**config.mk**
```make
export PLATFORM = sky130hd
export DESIGN_NAME = bcd_tick_counter
export DESIGN_NICKNAME = d
export VERILOG_FILES = /design/src/rtl/bcd_tick_counter.sv
export SDC_FILE = /design/constraint.sdc
export NUM_CORES = 1
export LEC_CHECK = 0
export CAP_MARGIN = 20
export CORE_ASPECT_RATIO = 1.25
export CORE_UTILIZATION = 54
export CTS_CLUSTER_DIAMETER = 200
export CTS_CLUSTER_SIZE = 40
export DETAILED_ROUTE_END_ITERATION = 16
export PLACE_DENSITY = 0.86
export SYNTH_ARGS = -nofsm -noshare
export SYNTH_HDL_FRONTEND = slang
export SYNTH_SLANG_ARGS = --single-unit
```
**constraint.sdc**
```tcl
create_clock -name clock -period 4.77 [get_ports clock]
set_input_delay 0.477 -clock clock [delete_from_list [all_inputs] [get_ports clock]]
set_output_delay 0.477 -clock clock [all_outputs]
set_load 0.01 [all_outputs]
```
**src/rtl/bcd_tick_counter.sv**
```systemverilog
// Multi-digit BCD up/down tick counter with IDLE/RUN/PAUSE control and guarded preload.
// Optional registered 7-segment decode output is enabled by defining SEG_DECODE_EN.
module bcd_tick_counter #(
  parameter int unsigned NUM_DIGITS = 4
) (
  input  logic                    clock,
  input  logic                    reset,
  input  logic                    tick,
  input  logic                    start,
  input  logic                    stop,
  input  logic                    clear,
  input  logic                    dir,
  input  logic                    load,
  input  logic [4*NUM_DIGITS-1:0] load_value,
  output logic [4*NUM_DIGITS-1:0] digits,
  output logic                    running,
  output logic                    wrap,
  output logic                    load_err
`ifdef SEG_DECODE_EN
  ,
  output logic [7*NUM_DIGITS-1:0] segments
`endif
);

  localparam int unsigned W = 4 * NUM_DIGITS;

  localparam logic [1:0] StIdle  = 2'd0;
  localparam logic [1:0] StRun   = 2'd1;
  localparam logic [1:0] StPause = 2'd2;

  logic [1:0]   state_q, state_d;
  logic [W-1:0] digits_q, digits_d;
  logic         wrap_q, wrap_d;
  logic         load_err_q, load_err_d;

  logic         load_ok;
  logic [W-1:0] count_nxt;
  logic         count_wrap;
  logic         carry;
  logic [3:0]   nib;

  always_comb begin
    load_ok = 1'b1;
    for (int i = 0; i < NUM_DIGITS; i++) begin
      if (load_value[4*i +: 4] > 4'd9) load_ok = 1'b0;
    end
  end

  // Ripple carry/borrow from digit 0; a carry out of the top digit is a wrap.
  always_comb begin
    count_nxt = digits_q;
    carry     = 1'b1;
    nib       = 4'd0;
    for (int i = 0; i < NUM_DIGITS; i++) begin
      nib = digits_q[4*i +: 4];
      if (carry) begin
        if (!dir) begin
          if (nib == 4'd9) begin
            count_nxt[4*i +: 4] = 4'd0;
          end else begin
            count_nxt[4*i +: 4] = nib + 4'd1;
            carry               = 1'b0;
          end
        end else begin
          if (nib == 4'd0) begin
            count_nxt[4*i +: 4] = 4'd9;
          end else begin
            count_nxt[4*i +: 4] = nib - 4'd1;
            carry               = 1'b0;
          end
        end
      end
    end
    count_wrap = carry;
  end

  // Any control pulse consumes the cycle, so a coincident tick never counts.
  always_comb begin
    state_d    = state_q;
    digits_d   = digits_q;
    wrap_d     = 1'b0;
    load_err_d = 1'b0;
    if (clear) begin
      state_d  = StIdle;
      digits_d = '0;
    end else if (load) begin
      if (state_q != StRun) begin
        if (load_ok) digits_d = load_value;
        else         load_err_d = 1'b1;
      end
    end else if (stop) begin
      if (state_q == StRun) state_d = StPause;
    end else if (start) begin
      state_d = StRun;
    end else if (tick && (state_q == StRun)) begin
      digits_d = count_nxt;
      wrap_d   = count_wrap;
    end
  end

  always_ff @(posedge clock) begin
    if (reset) begin
      state_q    <= StIdle;
      digits_q   <= '0;
      wrap_q     <= 1'b0;
      load_err_q <= 1'b0;
    end else begin
      state_q    <= state_d;
      digits_q   <= digits_d;
      wrap_q     <= wrap_d;
      load_err_q <= load_err_d;
    end
  end

  assign digits   = digits_q;
  assign running  = (state_q == StRun);
  assign wrap     = wrap_q;
  assign load_err = load_err_q;

`ifdef SEG_DECODE_EN
  // Active-low {g,f,e,d,c,b,a}; non-decimal codes blank the digit.
  function automatic logic [6:0] seg_of(input logic [3:0] v);
    logic [6:0] s;
    case (v)
      4'd0:    s = 7'b1000000;
      4'd1:    s = 7'b1111001;
      4'd2:    s = 7'b0100100;
      4'd3:    s = 7'b0110000;
      4'd4:    s = 7'b0011001;
      4'd5:    s = 7'b0010010;
      4'd6:    s = 7'b0000010;
      4'd7:    s = 7'b1111000;
      4'd8:    s = 7'b0000000;
      4'd9:    s = 7'b0010000;
      default: s = 7'b1111111;
    endcase
    return s;
  endfunction

  logic [7*NUM_DIGITS-1:0] segments_q, segments_d;

  always_comb begin
    segments_d = '1;
    for (int i = 0; i < NUM_DIGITS; i++) begin
      segments_d[7*i +: 7] = seg_of(digits_q[4*i +: 4]);
    end
  end

  always_ff @(posedge clock) begin
    if (reset) segments_q <= '1;
    else       segments_q <= segments_d;
  end

  assign segments = segments_q;
`endif

endmodule

```
==> impl_metrics.csv <==
group,metric,value,unit
status,status,"complete, no violations",
run,max_cap_violations,0,
sta,fin_skew,0.002265,ns
layout,utilization,0.6878,
sta,finalSetupViolations,0,
power,ir_drop,165.0,uV
synth,yosysSeqAreaShare,0.2213,
synth,ys_ff_latch,20,
floorplan,start_util,0.5664,
layout,layout_common_cells,"42 x clkdlybuf4s50_1, 21 x a21oi_1, 20 x dfxtp_1",
critical_path,worstSetupStartpointType,"input pin",
sta,slew_violations,0,
synth,synthSimpleGateAreaFrac,0.3230,
cts,post_cts_resize_count,0,
synth,syn_area_per_cell,7.666,um^2
drt,vias,1754,
cts,clock-root-buffer,"clkbuf_8",
drt,antenna_left,0,
critical_path,worstRegToRegCells,5,
global_route,antenna_found_initial,0,
floorplan,die_area,3587,um^2
layout,layout_commonest_cell,"clkdlybuf4s50_1",
synth,synthCells,236,
global_route,grt-ovfl-total,0,
drt,vias_per_cell,5.946,
sta,slew_headroom,0.2729,
sta,timing.setup.tns,0,ns
cts,postCtsHoldBufs,0,
floorplan,die_h,66.72,um
sta,period_minus_slack,2.604,ns
layout,syn2layout_area_growth,21.44,%
synth,synth_ff_type,"dfxtp_1",
synth,synth_top_family_by_area,"simple AND/OR/NAND/NOR gates",
sta,timing.final.crit_share,0.5459,
critical_path,crit_required,4.92,ns
cts,cts_inserted_buffers,3,
synth,synth_cell_types,61,
global_route,grt_pass1_vias,1529,
layout,drive_above_1_share,0.08527,
cts,cts_max_level,1,
synth,synthAdderAreaFrac,0,
power,p_leak,0.8124,nW
cts,cts_setup_buffers,0,
synth,synth_warnings,0,
floorplan,io-pin-count,43,
placed_design,port_buffers,42,
global_route,grt_use_total,0.2465,
cts,cts_tree,"built",
layout,fin_nets,283,
drt,drc,0,
placed_design,gp_congestion,0.8915,
worst_hold_path,min_path_type,"reg2reg",
synth,synth_mux_area_frac,0.05809,
cts,clock-sinks,20,
layout,antenna-diode-count,0,
synth,syn-cell-area,1809,um^2
cts,insertion_delay,0.26,ns
power,powerDensity,178.2,nW/um^2
synth,synth_edf_count,0,
global_route,grt_pass1_wl,6630,um
worst_hold_path,whs_path_depth,2,
synth,synth_xor_xnor_area_share,0.02905,
critical_path,arrival,2.76,ns
cts,clk_path_buf_depth,2,
global_route,grt_max_degree,34,
synth,async_flop_share,0,
floorplan,num_rows,23,
floorplan,core-area,3194,um^2
critical_path,critical_path.endpoint_type,"flip-flop",
cts,cts.clk_slew.worst_paths,0.08,ns
drt,initialDrtViolationCount,56,
drt,wl,4103,um
synth,syn_nets,260,
critical_path,criticalPathCategory,"in2reg",
placed_design,dp_hpwl,2970,um
sta,max_freq,0.3840,GHz
synth,synth_compound_gate_area_share,0.2759,
drt,first_pass_iters,4,
drt,drt-wirelength-per-cell,13.91,um
sta,max_slew.worst_pin.slew,1.087,ns
floorplan,die_x,53.77,um
sta,rsz0062_at_grt,"false",
sta,finalHoldViolCount,0,
critical_path,worstPathMaxFanout,33,
## critical path, stage by stage
cell	delay (ns)
clkdlybuf4s50_1	1.10
and3b_1	0.27
a21oi_2	0.22
nor3_4	0.09
o21ai_2	0.26
mux2_4	0.32
## synthesized netlist by cell type, types with 3 or more instances
cell type | number | share of area
o21ai_0 | 15 | 0.041
nand3_1 | 7 | 0.019
o22ai_1 | 3 | 0.010
a21oi_1 | 21 | 0.058
o21ai_1 | 5 | 0.014
and3b_1 | 3 | 0.015
xnor2_1 | 4 | 0.019
clkbuf_1 | 8 | 0.017
nand2_1 | 13 | 0.027
dfxtp_1 | 20 | 0.22
buf_6 | 3 | 0.019
buf_4 | 3 | 0.012
inv_1 | 7 | 0.015
o21ai_2 | 4 | 0.019
nand2b_1 | 13 | 0.045
mux2i_1 | 9 | 0.050
nand3b_1 | 4 | 0.017
nor2_1 | 16 | 0.033
and3_1 | 4 | 0.014
buf_2 | 11 | 0.030
nor2b_1 | 9 | 0.031
nor3b_1 | 4 | 0.017
## power breakdown
| group | leakage, nW | switching, mW | total (mW) | internal [mW] |
|---|---|---|---|---|
| sequential | 0.161 | 0.00469 | 0.174 | 0.169 |
| clock | 0.0288 | 0.0587 | 0.132 | 0.0735 |
| combinational | 0.622 | 0.0418 | 0.0857 | 0.0440 |
## cell families (layout without fill, tap and decap cells)
logic type,count (synthesis),count (layout)
AND/OR/NAND/NOR,93,93
AO/OA/AOI/OAI,75,75
flip-flops,20,20
buffers and inverters,32,54
multiplexers,10,10
XOR/XNOR,6,6
## layer usage
metal / up-vias / GRT usage / share of wire
li1: 894 / - / -
met1: 811 / 0.2948 / 0.44
met2: 45 / 0.4429 / 0.51
met3: 4 / 0.02740 / 0.037
met4: 0 / 0.07237 / 0.0097
met5: - / 0 / 0
## registers in the layout (all words and copies together), names as in the netlist
name      flops
state_q       2
load_err      1
wrap          1
digits       16
## metrics by stage
stage          hold WS, ns  cells  cell area, um^2  setup WS [ns]  power, mW
6_report            0.4973    295             2197          2.166     0.3915
5_1_grt             0.5320    295             2197          1.994     0.4105
4_1_cts             0.5023    295             2197          2.191     0.3943
3_5_place_dp        0.4899    291             2142          1.914     0.2628
3_3_place_gp        0.4847    291             2142          1.955     0.2611
2_1_floorplan       0.4642    236             1809          3.195     0.2307
## worst paths after layout
path                      to  slack (ns)        from
hold / removal    state_q[1]        0.50  state_q[1]
hold reg to reg   state_q[1]        0.50  state_q[1]
setup reg to reg  digits[13]        2.98  state_q[1]
setup / recovery  digits[13]        2.17         dir
## area by class of cell
class | instances | area [um^2]
Fill cell | 252 | 997.2
Sequential cell | 20 | 400.4
Tap cell | 37 | 46.29
Clock buffer | 4 | 55.05
Multi-Input combinational cell | 184 | 1241
Timing Repair Buffer | 43 | 427.9
Inverter | 7 | 26.28
(Power assumes the default switching activity.)
